**src/rtl/dds_pkg.sv**
```systemverilog
// rtl/dds_pkg.sv - shared types and constants for the DDS phase path
package dds_pkg;

  // Width of the config struct as seen by software and the lookup stage.
  localparam int CFG_ACC_DW = 32;

  // Config word layout: offset in the upper half, increment in the lower.
  typedef struct packed {
    logic [CFG_ACC_DW-1:0] offset;
    logic [CFG_ACC_DW-1:0] increment;
  } phase_cfg_t;

  // 32-bit Galois LFSR taps and a nonzero power-up seed for the dither.
  localparam logic [31:0] LFSR_POLY = 32'h8020_0003;
  localparam logic [31:0] LFSR_SEED = 32'hACE1_0001;

endpackage

```
**src/rtl/phase_accumulator_if.sv**
```systemverilog
// rtl/phase_accumulator_if.sv - config and phase stream bundle
interface phase_accumulator_if #(
  parameter int PHASE_DW = 16,
  parameter int ACC_DW   = 32
);
  logic [2*ACC_DW-1:0] s_axis_cfg_tdata;
  logic                s_axis_cfg_tvalid;
  logic                s_axis_cfg_tready;
  logic                enable;
  logic                sync_clear;
  logic [PHASE_DW-1:0] m_axis_phase_tdata;
  logic                m_axis_phase_tvalid;

  // Controller side: issues config, enable and re-sync, consumes phase.
  modport master (
    output s_axis_cfg_tdata, s_axis_cfg_tvalid, enable, sync_clear,
    input  s_axis_cfg_tready, m_axis_phase_tdata, m_axis_phase_tvalid
  );

  // Phase generator side.
  modport slave (
    input  s_axis_cfg_tdata, s_axis_cfg_tvalid, enable, sync_clear,
    output s_axis_cfg_tready, m_axis_phase_tdata, m_axis_phase_tvalid
  );
endinterface

```
**src/rtl/phase_accumulator_lfsr_gen.sv**
```systemverilog
// rtl/phase_accumulator_lfsr_gen.sv - Galois LFSR used as phase dither source
module lfsr_gen
  import dds_pkg::*;
#(
  parameter int WIDTH = 32
) (
  input  logic             clk,
  input  logic             reset,
  input  logic             advance,
  output logic [WIDTH-1:0] state
);

  localparam logic [WIDTH-1:0] POLY = WIDTH'(LFSR_POLY);
  localparam logic [WIDTH-1:0] SEED = WIDTH'(LFSR_SEED);

  logic [WIDTH-1:0] shifted;

  assign shifted = {1'b0, state[WIDTH-1:1]};

  // Shift right, folding the taps in whenever a one falls out of bit 0.
  always_ff @(posedge clk) begin
    if (reset) begin
      state <= SEED;
    end else if (advance) begin
      state <= state[0] ? (shifted ^ POLY) : shifted;
    end
  end

endmodule

```
**src/rtl/phase_accumulator.sv**
```systemverilog
// rtl/phase_accumulator.sv - NCO phase accumulator with shadowed config and dither
module phase_accumulator
  import dds_pkg::*;
#(
  parameter int PHASE_DW  = 16,
  parameter int ACC_DW    = 32,
  parameter int DITHER_DW = 0
) (
  input logic                clk,
  input logic                reset,
  phase_accumulator_if.slave bus
);

  logic [ACC_DW-1:0]   acc;
  logic [ACC_DW-1:0]   act_inc;
  logic [ACC_DW-1:0]   act_off;
  logic [ACC_DW-1:0]   sh_inc;
  logic [ACC_DW-1:0]   sh_off;
  logic                pending;
  logic                apply;
  logic                cfg_hs;
  logic [ACC_DW-1:0]   inc_eff;
  logic [ACC_DW-1:0]   off_eff;
  logic [ACC_DW-1:0]   s1_phase;
  logic [ACC_DW-1:0]   s1_off;
  logic                s1_valid;
  logic [ACC_DW-1:0]   dither_ext;
  logic [ACC_DW-1:0]   sum;
  logic [PHASE_DW-1:0] out_data;
  logic                out_valid;

  assign bus.s_axis_cfg_tready   = !pending;
  assign bus.m_axis_phase_tdata  = out_data;
  assign bus.m_axis_phase_tvalid = out_valid;

  // Shadow is promoted on a sample boundary; the promoted values take
  // effect in the same cycle they are promoted.
  always_comb begin
    cfg_hs  = bus.s_axis_cfg_tvalid && !pending;
    apply   = pending && (bus.enable || bus.sync_clear);
    inc_eff = apply ? sh_inc : act_inc;
    off_eff = apply ? sh_off : act_off;
  end

  // Shadow capture and active config promotion.
  always_ff @(posedge clk) begin
    if (reset) begin
      sh_inc  <= '0;
      sh_off  <= '0;
      act_inc <= '0;
      act_off <= '0;
      pending <= 1'b0;
    end else begin
      if (apply) begin
        act_inc <= sh_inc;
        act_off <= sh_off;
        pending <= 1'b0;
      end
      if (cfg_hs) begin
        sh_inc  <= bus.s_axis_cfg_tdata[ACC_DW-1:0];
        sh_off  <= bus.s_axis_cfg_tdata[2*ACC_DW-1:ACC_DW];
        pending <= 1'b1;
      end
    end
  end

  // Stage 1: accumulate; sync_clear re-zeroes the phase and suppresses the sample.
  always_ff @(posedge clk) begin
    if (reset) begin
      acc      <= '0;
      s1_phase <= '0;
      s1_off   <= '0;
      s1_valid <= 1'b0;
    end else if (bus.sync_clear) begin
      acc      <= '0;
      s1_valid <= 1'b0;
    end else if (bus.enable) begin
      s1_phase <= acc;
      s1_off   <= off_eff;
      s1_valid <= 1'b1;
      acc      <= acc + inc_eff;
    end else begin
      s1_valid <= 1'b0;
    end
  end

  // Dither is drawn once per emitted sample so the sequence is tied to samples.
  generate
    if (DITHER_DW > 0) begin : g_dither
      localparam logic [31:0] DITHER_MASK = 32'((64'd1 << DITHER_DW) - 64'd1);
      logic [31:0] lfsr_state;

      lfsr_gen #(.WIDTH(32)) u_lfsr (
        .clk     (clk),
        .reset   (reset),
        .advance (s1_valid),
        .state   (lfsr_state)
      );

      assign dither_ext = ACC_DW'(lfsr_state & DITHER_MASK);
    end else begin : g_no_dither
      assign dither_ext = '0;
    end
  endgenerate

  assign sum = s1_phase + s1_off + dither_ext;

  // Stage 2: truncate to the lookup width; data holds between samples.
  always_ff @(posedge clk) begin
    if (reset) begin
      out_data  <= '0;
      out_valid <= 1'b0;
    end else begin
      out_valid <= s1_valid;
      if (s1_valid) begin
        out_data <= PHASE_DW'(sum >> (ACC_DW - PHASE_DW));
      end
    end
  end

endmodule

```
**src/flat_wrapper.sv**
```systemverilog
// flat-port wrapper written by rule: the top's interface ports become plain ports
module phase_accumulator_flat import dds_pkg::*;
#(
  parameter int PHASE_DW  = 16,
  parameter int ACC_DW    = 32,
  parameter int DITHER_DW = 0
)
  (clk, reset, bus_s_axis_cfg_tdata, bus_s_axis_cfg_tvalid, bus_enable, bus_sync_clear, bus_s_axis_cfg_tready, bus_m_axis_phase_tdata, bus_m_axis_phase_tvalid);
  phase_accumulator_if #(.PHASE_DW(PHASE_DW), .ACC_DW(ACC_DW)) bus_i ();
  input logic clk;
  input logic reset;
  input wire logic [$bits(bus_i.s_axis_cfg_tdata)-1:0] bus_s_axis_cfg_tdata;
  input wire logic [$bits(bus_i.s_axis_cfg_tvalid)-1:0] bus_s_axis_cfg_tvalid;
  input wire logic [$bits(bus_i.enable)-1:0] bus_enable;
  input wire logic [$bits(bus_i.sync_clear)-1:0] bus_sync_clear;
  output wire logic [$bits(bus_i.s_axis_cfg_tready)-1:0] bus_s_axis_cfg_tready;
  output wire logic [$bits(bus_i.m_axis_phase_tdata)-1:0] bus_m_axis_phase_tdata;
  output wire logic [$bits(bus_i.m_axis_phase_tvalid)-1:0] bus_m_axis_phase_tvalid;
  assign bus_i.s_axis_cfg_tdata = bus_s_axis_cfg_tdata;
  assign bus_i.s_axis_cfg_tvalid = bus_s_axis_cfg_tvalid;
  assign bus_i.enable = bus_enable;
  assign bus_i.sync_clear = bus_sync_clear;
  assign bus_s_axis_cfg_tready = bus_i.s_axis_cfg_tready;
  assign bus_m_axis_phase_tdata = bus_i.m_axis_phase_tdata;
  assign bus_m_axis_phase_tvalid = bus_i.m_axis_phase_tvalid;
  phase_accumulator #(.PHASE_DW(PHASE_DW), .ACC_DW(ACC_DW), .DITHER_DW(DITHER_DW)) u_core (.clk(clk), .reset(reset), .bus(bus_i));
endmodule
```
**config.mk**
```make
export PLATFORM = sky130hd
export DESIGN_NAME = phase_accumulator_flat
export DESIGN_NICKNAME = d
export VERILOG_FILES = /design/src/rtl/dds_pkg.sv /design/src/rtl/phase_accumulator_if.sv /design/src/rtl/phase_accumulator_lfsr_gen.sv /design/src/rtl/phase_accumulator.sv /design/src/flat_wrapper.sv
export SDC_FILE = /design/constraint.sdc
export NUM_CORES = 1
export LEC_CHECK = 0
export ABC_AREA = 1
export BUFFER_PORTS_ARGS = -buffer_cell sky130_fd_sc_hd__buf_2
export CORE_ASPECT_RATIO = 0.75
export CORE_MARGIN = 2
export CORE_UTILIZATION = 61
export CTS_BUF_LIST = sky130_fd_sc_hd__clkbuf_8 sky130_fd_sc_hd__clkbuf_16
export CTS_CLUSTER_DIAMETER = 50
export CTS_CLUSTER_SIZE = 12
export DETAILED_ROUTE_END_ITERATION = 6
export GPL_TIMING_DRIVEN = 0
export MAX_ROUTING_LAYER = met4
export PLACE_DENSITY_LB_ADDON = 0.25
export SLEW_MARGIN = 25
export SYNTH_ARGS = -nofsm -noshare
export SYNTH_HDL_FRONTEND = slang
export SYNTH_SLANG_ARGS = --single-unit
```
**constraint.sdc**
```tcl
create_clock -name clk -period 3.07 [get_ports clk]
set_input_delay 0.307 -clock clk [delete_from_list [all_inputs] [get_ports clk]]
set_output_delay 0.307 -clock clk [all_outputs]
set_load 0.01 [all_outputs]
```
# Word level (Yosys, flattened, before mapping)

Cells that the tools add are included.

Flip-flop bits (word level): 243
Bits of input ports: 69
Output and inout bits: 18
Word-level logic and storage cells: 26

Add/subtract/negate cells: 2
Mux-type cells: 5
Bitwise logic cells: 1
Reduce and logical (&&, ||, !) cells: 7

Operator list:

| kind              | count |
|---|---|
| $add 32x32->32    | 2 |
| $mux 32           | 2 |
| $mux 1            | 3 |
| $logic_and 1x1->1 | 2 |
| $reduce_and 2->1  | 1 |
| $reduce_bool 2->1 | 1 |
| $reduce_or 2->1   | 1 |
| $logic_not 1->1   | 1 |
| $logic_or 1x1->1  | 1 |
| $not 1->1         | 1 |

# Depth between registers and ports, before layout

Gate-level depths: netlist of run 1.

Word-level depth: 4
Depth in mapped cells: 19
Gate-level depth less buffers: 17

# Worst setup path before layout of run 1

No wires, ideal clock.

Path type: input -> register
Start point: in bus_enable
End point: reg u_core.acc[16]
Setup time: 115 ps
Arrival time: 2,484 ps
Required time: 2,955 ps
Setup slack: 471 ps
Stages on the path: 18
Buffers on the path: 2
Cell sequence: o21ai_2 buf_4 buf_4 nand2_1 o21ai_1 ha_1 inv_1 fa_1 inv_1 nand3_1 nand3_1 nand2_1 nand2_1 nand3_1 nand2_1 nor2_1 o21ai_0 inv_1

Cells in the longest elaborated chain, start to end: 4

RTL lines:

| item                   | RTL line                | text |
|---|---|---|
| start: declaration     | flat_wrapper.sv:14      | `input wire logic [$bits(bus_i.enable)-1:0] bus_enable;` |
| $logic_or 1x1->1       | phase_accumulator.sv:40 | `apply = pending && (bus.enable \|\| bus.sync_clear);` |
| $logic_and 1x1->1      | phase_accumulator.sv:40 |  |
| $mux 32                | phase_accumulator.sv:41 | `inc_eff = apply ? sh_inc : act_inc;` |
| via u_core.inc_eff[0]  | phase_accumulator.sv:22 | `logic [ACC_DW-1:0] inc_eff;` |
| $add 32x32->32         | phase_accumulator.sv:81 | `acc <= acc + inc_eff;` |
| end signal: assignment | phase_accumulator.sv:81 |  |
| end: declaration       | phase_accumulator.sv:14 | `logic [ACC_DW-1:0] acc;` |

The timed path passes the listed nets, and every way through them passes these cells.
A chain may end at the register's enable or synchronous reset.

# Worst setup path in the final report of run 1

Start point: reg u_core.pending
End point: reg u_core.acc[28]

Cells in the longest elaborated chain, start to end: 3

RTL lines:

| item                     | RTL line                | text |
|---|---|---|
| start: declaration       | phase_accumulator.sv:19 | `logic pending;` |
| start signal: assignment | phase_accumulator.sv:52 | `pending <= 1'b0;` |
| start signal: assignment | phase_accumulator.sv:57 | `pending <= 1'b0;` |
| start signal: assignment | phase_accumulator.sv:62 | `pending <= 1'b1;` |
| $logic_and 1x1->1        | phase_accumulator.sv:40 |  |
| $mux 32                  | phase_accumulator.sv:41 |  |
| via u_core.inc_eff[0]    | phase_accumulator.sv:22 |  |
| $add 32x32->32           | phase_accumulator.sv:81 |  |

The timed path passes the listed nets, and every way through them passes these cells.

==> flow_summary.yaml, run 1 <==
hold_path:
  hold_end: "u_core.sh_off[27]"
  hold_depth: 3
  min-delay-path-class: "in -> reg"
  hp-start: "bus_s_axis_cfg_tdata[59]"
setup_path:
  critPathBufInv: 5
  worstRegToRegCells: 18
  path_common_cell: "nand3_1"
  r2r_slack_ps: 120
  path_cells: "o21ai_4 -> buf_8 -> buf_6 -> nand2_1 -> o21ai_4 -> ha_4 -> inv_1 -> fa_2 -> inv_1 -> nand3_1 -> nand3_2 -> nand3_1 -> nand3_2 -> nand2_1 -> nand3_1 -> nand3_1 -> nand2_1 -> inv_1"
  rr_startpoint: "u_core.pending"
  cpMaxStageDelayCell: "fa_2"
  cp_slowest_stage_delay_ps: 380
  cp_max_fo: 10
  crit_family: "simple AND/OR/NAND/NOR gates"
  end_kind: "flip-flop"
  crit_arrival_ps: 3380
  path_class: "reg -> reg"
  rr_endpoint: "u_core.acc[28]"
  cp.required_ps: 3500
  start_kind: "flip-flop"
sta:
  hold_slack_ps: 8.247
  worst_slew_pin_slew_ps: 970.4
  finalClockSkew_ps: 9.444
  hold_viol_final: 0
  period_needed_ps: 2949
  fin_tns_setup_ps: 0
  fmax_ghz: 0.3391
  min_period_over_period: 0.9606
  relSlewSlack: 0.3507
  slew_viol_final: 0
  setup_viol: 0
grt:
  grt_overflow: 0
  grt_first_pass_wirelength_mm: 59.95
  grt_max_degree: 13
  antenna_found_initial: 0
  grtUsageTotal: 0.3362
  grt_pass1_vias: 11611
synthesis:
  yosysTopAreaCell: "dfxtp_1"
  ys_async_sr_fraction: 0
  ys_ff_latch: 243
  yosys_warnings: 0
  synth_edf_count: 0
  synth.avg_cell_area_um2: 6.430
  syn_nets: 2203
  synthCells: 2069
  synth-main-ff-cell: "dfxtp_1"
  ys_top_cells_by_area: "dfxtp_1 37%, nand2_1 15%, inv_1 11%"
  yosysUniqueCellTypes: 30
  synthTopCellsByCount: "537 x nand2_1, 388 x inv_1, 263 x nor2_1"
  netlist_area_um2: 13300
  synth_top_cell_area_share: 0.3657
  synth.yosys.seq_area_share: 0.3657
  synth.most_common_cell: "nand2_1"
place:
  routabilityCongestion: 1.015
  hpwl_mm: 29.71
  portBuffers: 85
  place_area_um2: 14090
  numPlacedInstances: 2442
layout:
  diodes: 0
  area_growth_pct: 12.89
  fin_nets: 2335
  finalNonFillerCells: 2492
  final_cell_area_um2: 15020
  fillers: 1951
  drive_gt1_frac: 0.07940
cts:
  cts.clk_slew.worst_paths_ps: 60
  clk_latency_ps: 530
  htreeDepth: 1
  cts-root-buf: "clkbuf_16"
  clockBufferDepth: 3
  cts_buffers: 25
  tritoncts: "yes"
  clkSinkCount: 243
routing:
  post-route-drc-count: 0
  detail_route.first_pass.iterations: 5
  vias_per_cell: 5.261
  ant_nets: 0
  dr_total_vias: 13110
  wl_per_cell_um: 15.40
  drt_iter0_markers: 1299
  totalWireLength_mm: 38.38
run:
  cap_violations: 0
floorplan:
  coreArea_um2: 21300
  dieWidth_um: 174.5
  die_area_um2: 23020
  die-height_um: 131.9
  pin_count: 87
  initial_core_util: 0.6247
  row_count: 46
pwr:
  p_leak_nw: 8.192
  total_power_mw: 7.116
  irDropWorstVdd_uv: 463.3
  power_density_nw_per_um2: 473.8
status:
  status: "complete, no violations"
layout make-up:
cell class              instances  area, um2  area share
plain buffers                  73      340.3     0.02266
multi-input cells            1352       6671      0.4442
well taps                     288      360.3     0.02399
repair buffers                105      613.1     0.04082
clock inverters                 5      37.54    0.002499
flip-flops and latches        243       4866      0.3240
inverters                     401       1505      0.1002
clock buffers                  25      625.6     0.04165
registers in the layout, summed over array words and instances, names as in the netlist:
signal and count:
u_core.acc 32, u_core.act_inc 32, u_core.act_off 32, u_core.bus.m_axis_phase_tdata 16
u_core.bus.m_axis_phase_tvalid 1, u_core.pending 1, u_core.s1_off 32, u_core.s1_phase 32
u_core.s1_valid 1, u_core.sh_inc 32, u_core.sh_off 32
kinds of logic after synthesis:
group / count (synthesis) / synth area share
flip-flops: 243 / 0.3657
AND/OR/NAND/NOR: 909 / 0.2694
buffers and inverters: 474 / 0.1373
XOR/XNOR: 16 / 0.01053
multiplexers: 32 / 0.02408
AO/OA/AOI/OAI: 330 / 0.1314
adder cells (fa/ha/maj): 65 / 0.06169
stage by stage:
stage                     utilization  setup WS (ps)
after detailed placement       0.6616         -773.7
after global placement         0.6616         -710.3
after CTS                      0.7026          51.90
after floorplan                     -          470.7
final                          0.7053          121.0
after global routing           0.7053         -1.033
report_power, final:
group	total (mW)	switching [mW]	leakage [nW]	internal (mW)
clock	2.67	1.22	0.332	1.45
combinational	1.01	0.655	5.87	0.351
sequential	3.44	0.0994	1.99	3.34
total	7.12	1.98	8.19	5.14
timing repair:
item / CTS / global route
resized for setup: 11 / 9
endpoints found under the setup margin: 13 / 13
endpoints found under the hold margin: 15 / 0
buffers inserted: 2 / 3
hold buffers: 15 / 0
routing by layer:
metal  up-vias  wire length (um)  GRT usage
li1       6633                 -          -
met1      5954             18110     0.4896
met2       460             15690     0.4797
met3        63              3479    0.05392
met4         0              1103    0.09630
met5         -                 0          -
cell usage in the layout, fill, tap and decap left out, drive strengths merged:
master	instances
a21o	1
a21oi	140
and2	3
and3	4
buf	113
clkbuf	75
clkinv	1
dfxtp	243
dlygate4sd3	15
fa	1
ha	64
inv	405
mux2i	32
nand2	539
nand3	83
nand3b	4
nand4	8
nor2	265
nor3	2
o211ai	32
o21ai	153
o21bai	4
or2	1
xnor2	1
xor2	15
worst reg2reg max path, delay by kind of cell (launching register included):
family,cells,cell delay [ps]
AOI/OAI and AO/OA,2,280
and+or+nand+nor,9,1010
DFF,1,370
buffers and inverters,5,590
adders and majority gates,2,600
how the worst max path moves through the flow:
| stage | from | to | slack, ps | cells after the start |
|---|---|---|---|---|
| after floorplan | bus_enable | u_core.acc[16] | 470 | 18 |
| after global placement | bus_enable | u_core.acc[28] | -710 | 19 |
| after detailed placement | bus_enable | u_core.acc[28] | -770 | 19 |
| after CTS | u_core.pending | u_core.acc[24] | 50 | 18 |
| after global routing | u_core.pending | u_core.acc[28] | -1 | 16 |
| final | u_core.pending | u_core.acc[28] | 120 | 18 |
No activity file was read; power rests on OpenSTA's default activity.
==> run 2: changes to the inputs <==
--- a/config.mk
+++ b/config.mk
@@ -5,11 +5,12 @@
 export SDC_FILE = /design/constraint.sdc
 export NUM_CORES = 1
 export LEC_CHECK = 0
-export ABC_AREA = 1
 export BUFFER_PORTS_ARGS = -buffer_cell sky130_fd_sc_hd__buf_2
+export CELL_PAD_IN_SITES_DETAIL_PLACEMENT = 1
+export CELL_PAD_IN_SITES_GLOBAL_PLACEMENT = 1
 export CORE_ASPECT_RATIO = 0.75
 export CORE_MARGIN = 2
-export CORE_UTILIZATION = 61
+export CORE_UTILIZATION = 46
 export CTS_BUF_LIST = sky130_fd_sc_hd__clkbuf_8 sky130_fd_sc_hd__clkbuf_16
 export CTS_CLUSTER_DIAMETER = 50
 export CTS_CLUSTER_SIZE = 12
==> flow_summary.yaml, run 2 <==
cts:
  htreeDepth: 1
  clk_latency_ps: 540
  clockBufferDepth: 3
  cts_buffers: 26
  cts-root-buf: "clkbuf_16"
  cts.clk_slew.worst_paths_ps: 60
  clkSinkCount: 243
  tritoncts: "yes"
layout:
  drive_gt1_frac: 0.1824
  area_growth_pct: 24.82
  layout_common_cells: "242 x dfxtp_1, 239 x nand2_1, 141 x a21oi_1"
  fin_util: 0.5801
  fin_nets: 1655
  layout_commonest_cell: "dfxtp_1"
pwr:
  p_leak_nw: 5.910
  power_density_nw_per_um2: 489.9
  irDropWorstVdd_uv: 414.0
synthesis:
  ys_async_sr_fraction: 0
  synth-main-ff-cell: "dfxtp_1"
  synth.most_common_cell: "dfxtp_1"
  ys_top_cells_by_area: "dfxtp_1 42%, nand2_1 7.9%, ha_1 7.0%"
  yosys_warnings: 0
  synth.yosys.seq_area_share: 0.4236
  ys_ff_latch: 243
  synth_edf_count: 0
  yosysUniqueCellTypes: 71
  synthCells: 1355
  synth.avg_cell_area_um2: 8.475
  syn_nets: 1489
  synthTopCellsByCount: "243 x dfxtp_1, 241 x nand2_1, 156 x a21oi_1"
  synth_top_cell_area_share: 0.4236
  netlist_area_um2: 11480
  yosysTopAreaCell: "dfxtp_1"
run:
  cap_violations: 0
floorplan:
  row_count: 50
  die-height_um: 140.8
  pin_count: 87
  die_area_um2: 26260
  dieWidth_um: 186.4
  initial_core_util: 0.4647
  coreArea_um2: 24710
grt:
  antenna_found_initial: 0
  grtUsageTotal: 0.2815
  grt_max_degree: 13
  grt_first_pass_wirelength_mm: 57.55
  grt_pass1_vias: 10908
  use_met2: 0.4662
  grt_overflow: 0
  grt_use_met3: 0.03186
  busiest_layer: "met2"
  met1_usage: 0.3693
sta:
  min_period_over_period: 1.117
  relSlewSlack: 0.2630
  finalClockSkew_ps: 12.79
  rsz0062_at_grt: "yes"
  setup_viol: 17
  fmax_ghz: 0.2916
  worst_slew_pin_slew_ps: 1106
  hold_slack_ps: 12.98
  setup_ws_ps: -359.4
  hold_viol_final: 0
  slew_viol_final: 0
  fin_tns_setup_ps: -2799
  period_needed_ps: 3429
setup_path:
  crit_arrival_ps: 3840
  cp.required_ps: 3480
  start_kind: "flip-flop"
  end_kind: "flip-flop"
  cp_max_fo: 5
  path_class: "reg -> reg"
hold_path:
  min-delay-path-class: "in -> reg"
routing:
  drt_iter0_markers: 641
  dr_total_vias: 10458
  vias_per_cell: 5.596
  wl_per_cell_um: 20.03
  post-route-drc-count: 0
  detail_route.first_pass.iterations: 5
  totalWireLength_mm: 37.44
  ant_nets: 0
place:
  hpwl_mm: 25.32
  portBuffers: 85
  routabilityCongestion: 0.9195
status:
  status: "finished with violations"
  failed_checks: "negative setup slack"
## run 2: area by class of cell
cell class	count	area [um2]
Tap cell	338	422.9
Multi-Input combinational cell	1010	6840
Buffer	73	356.6
Clock inverter	6	38.79
Antenna cell	1	2.502
Timing Repair Buffer	142	977.2
Inverter	25	96.34
Sequential cell	243	4868
Clock buffer	31	730.7
Fill cell	2889	10380
## run 2: worst paths after layout
check,from,endpoint,slack [ps],depth (start not counted)
worst max-delay path,u_core.pending,u_core.acc[28],-360,14
worst max register to register,u_core.pending,u_core.acc[28],-360,14
worst min register to register,u_core.sh_off[29],u_core.sh_off[29],450,2
worst min-delay path,bus_s_axis_cfg_tdata[61],u_core.sh_off[29],10,3
## run 2: repair_timing
| action | 4_1_cts | 5_1_grt |
|---|---|---|
| resized for setup | 83 | 63 |
| pin swaps | 28 | 35 |
| buffers inserted | 23 | 13 |
| endpoints found under the hold margin | 23 | 0 |
| endpoints found under the setup margin | 26 | 22 |
| hold buffers | 23 | 0 |
## run 2: per-stage QoR
stage | power (mW) | instance area [um2] | setup WS [ps] | cells
3_5_place_dp | 4.034 | 12420 | -1202 | 1778
5_1_grt | 7.273 | 14330 | -446.7 | 1868
4_1_cts | 7.026 | 13990 | -255.4 | 1859
2_1_floorplan | 3.794 | 11570 | -97.31 | 1355
6_report | 7.023 | 14330 | -359.4 | 1869
3_3_place_gp | 4.007 | 12420 | -1102 | 1778
## run 2: logic make-up after synthesis
kind of cell	after synthesis	synth area share
XOR/XNOR	36	0.02746
AND/OR/NAND/NOR	487	0.1860
buffers and inverters	102	0.03356
multiplexers	85	0.07736
adder cells (fa/ha/maj)	65	0.07148
flip-flops	243	0.4236
AO/OA/AOI/OAI	337	0.1805
## run 2: routing by layer
layer / share of wire / vias up
met4: 0.023 / 0
met2: 0.47 / 196
met1: 0.47 / 5162
met5: 0 / -
li1: - / 5044
met3: 0.038 / 56
## run 2: power by group
part	total [mW]	switching [mW]	leakage (nW)	internal, mW
logic	0.752	0.453	3.55	0.299
registers	3.33	0.0688	1.98	3.26
clock network	2.94	1.28	0.382	1.66
## run 2: critical path, cell delays in order, from the launching register on
cell       delay [ps]
dfxtp_4           350
o21ai_4            80
buf_12            160
buf_12            130
mux2_4            320
ha_4              170
inv_2              50
fa_2              200
and2b_2           250
o2111ai_4         260
a21oi_4           110
or4_4             450
a221oi_4          310
o211ai_1          160
a211o_1           300
==> run 3: changes to the inputs <==
--- a/config.mk
+++ b/config.mk
@@ -8,7 +8,7 @@
 export BUFFER_PORTS_ARGS = -buffer_cell sky130_fd_sc_hd__buf_2
 export CELL_PAD_IN_SITES_DETAIL_PLACEMENT = 1
 export CELL_PAD_IN_SITES_GLOBAL_PLACEMENT = 1
-export CORE_ASPECT_RATIO = 0.75
+export CORE_ASPECT_RATIO = 0.6
 export CORE_MARGIN = 2
 export CORE_UTILIZATION = 46
 export CTS_BUF_LIST = sky130_fd_sc_hd__clkbuf_8 sky130_fd_sc_hd__clkbuf_16
@@ -17,7 +17,7 @@
 export DETAILED_ROUTE_END_ITERATION = 6
 export GPL_TIMING_DRIVEN = 0
 export MAX_ROUTING_LAYER = met4
-export PLACE_DENSITY_LB_ADDON = 0.25
+export PLACE_DENSITY_LB_ADDON = 0.2
 export SLEW_MARGIN = 25
 export SYNTH_ARGS = -nofsm -noshare
 export SYNTH_HDL_FRONTEND = slang
==> flow_summary.yaml, run 3 (synthesized netlist as in run 2, its figures left out) <==
status:
  status: "finished with violations"
  failed_checks: "negative setup slack"
setup_path:
  r2r_slack_ps: -370
  cpMaxStageDelayCell: "or4_4"
  path_class: "reg -> reg"
  path_cells: "o21ai_4 -> buf_12 -> buf_4 -> mux2_2 -> ha_2 -> a21oi_1 -> o21ai_1 -> a31o_1 -> or4_4 -> a221oi_4 -> o211ai_1 -> a211o_1"
  critPathBufInv: 2
  cp_slowest_stage_delay_ps: 530
  crit_family: "compound AO/OA/AOI/OAI gates"
  cp.required_ps: 3490
  cp_max_fo: 7
  end_kind: "flip-flop"
  crit_arrival_ps: 3860
  start_kind: "flip-flop"
routing:
  wl_per_cell_um: 20.24
  ant_nets: 0
  drt_iter0_markers: 559
  post-route-drc-count: 0
  dr_total_vias: 10500
  totalWireLength_mm: 37.30
  detail_route.first_pass.iterations: 5
  vias_per_cell: 5.697
sta:
  fmax_ghz: 0.2911
  setup_viol: 18
  period_needed_ps: 3436
  finalClockSkew_ps: 15.89
  slew_viol_final: 0
  worst_slew_pin_slew_ps: 1048
  hold_slack_ps: 14.90
  relSlewSlack: 0.3014
  rsz0062_at_grt: "yes"
  hold_viol_final: 0
  setup_ws_ps: -365.6
  min_period_over_period: 1.119
pwr:
  power_density_nw_per_um2: 485.3
  p_leak_nw: 5.776
  irDropWorstVdd_uv: 400.6
  total_power_mw: 6.790
cts:
  cts.clk_slew.worst_paths_ps: 60
  clockBufferDepth: 3
  clkSinkCount: 243
  clk_latency_ps: 540
  cts-root-buf: "clkbuf_16"
  htreeDepth: 1
  tritoncts: "yes"
  cts_buffers: 25
layout:
  final_cell_area_um2: 13990
  drive_gt1_frac: 0.1736
  diodes: 0
  finalNonFillerCells: 1843
  area_growth_pct: 21.83
  fin_util: 0.5750
  layout_common_cells: "242 x dfxtp_1, 240 x nand2_1, 143 x a21oi_1"
  fin_nets: 1650
  layout_commonest_cell: "dfxtp_1"
floorplan:
  row_count: 44
  die-height_um: 126.4
  coreArea_um2: 24330
  die_area_um2: 26280
  initial_core_util: 0.4719
  dieWidth_um: 208.0
  pin_count: 87
place:
  hpwl_mm: 26.15
  numPlacedInstances: 1762
  portBuffers: 85
  place_area_um2: 12400
  routabilityCongestion: 0.9050
grt:
  grt_use_met3: 0.04729
  grt_pass1_vias: 10632
  grt_first_pass_wirelength_mm: 56.93
  antenna_found_initial: 0
  grtUsageTotal: 0.2785
  met1_usage: 0.3889
  grt_max_degree: 13
  busiest_layer: "met2"
  grt_overflow: 0
  use_met2: 0.4276
run:
  cap_violations: 0
hold_path:
  min-delay-path-class: "in -> reg"
-- run 3: cell types whose count changed in the layout (fill, tap and decap cells not counted), moves of 3 or more --
cell	change
ha_1	+5
ha_4	-5
mux2_2	+5
mux2_4	-5
buf_4	+4
buf_6	-4
a21oi_4	-3
clkbuf_8	-3
-- run 3: cell type report --
cell class / count / area, um2
timing repair buffer: 139 / 922.1
inverter: 25 / 93.84
sequential: 243 / 4868
multi-input combinational: 1010 / 6690
buffer: 72 / 335.3
clock inverter: 6 / 38.79
clock buffer: 26 / 639.4
fill: 2917 / 10340
tap: 322 / 402.9
-- run 3: through the flow --
| stage | setup TNS [ps] | worst slack, ps |
|---|---|---|
| floorplan | -213.7 | -97.31 |
| global placement | -19820 | -1194 |
| detailed placement | -24030 | -1268 |
| CTS | -1517 | -303.5 |
| global route | -5515 | -476.1 |
| finish | -3841 | -365.6 |
-- run 3: timing repair --
item / 4_1_cts / 5_1_grt
setup endpoints to repair: 25 / 21
gates resized for setup: 71 / 41
pin swaps: 31 / 16
gates cloned: 0 / 0
endpoints found under the hold margin: 21 / 0
hold buffers: 21 / 0
buffers inserted: 23 / 11
-- run 3: per-layer routing --
layer  vias up  wire length (um)
li1       5043                 -
met1      5182             18240
met2       217             16360
met3        58              1784
met4         0               910
met5         -                 0
-- run 3: report_power, final --
group	switching (mW)	internal [mW]
Sequential	0.0679	3.26
Combinational	0.441	0.283
Clock	1.26	1.48
-- run 3: worst paths after layout --
| path | depth (start not counted) | to | from |
|---|---|---|---|
| max | 12 | u_core.acc[28] | u_core.pending |
| min | 3 | u_core.sh_off[26] | bus_s_axis_cfg_tdata[58] |
| max reg2reg | 12 | u_core.acc[28] | u_core.pending |
| min reg2reg | 2 | u_core.sh_off[6] | u_core.sh_off[6] |
-- run 3: worst reg2reg max path: cells and delay by family (launching register included) --
family | cells | cell delay [ps]
and+or+nand+nor | 1 | 530
adders and majority gates | 1 | 340
AOI/OAI and AO/OA | 7 | 1460
buffers and inverters | 2 | 300
muxes | 1 | 350
DFF | 1 | 350
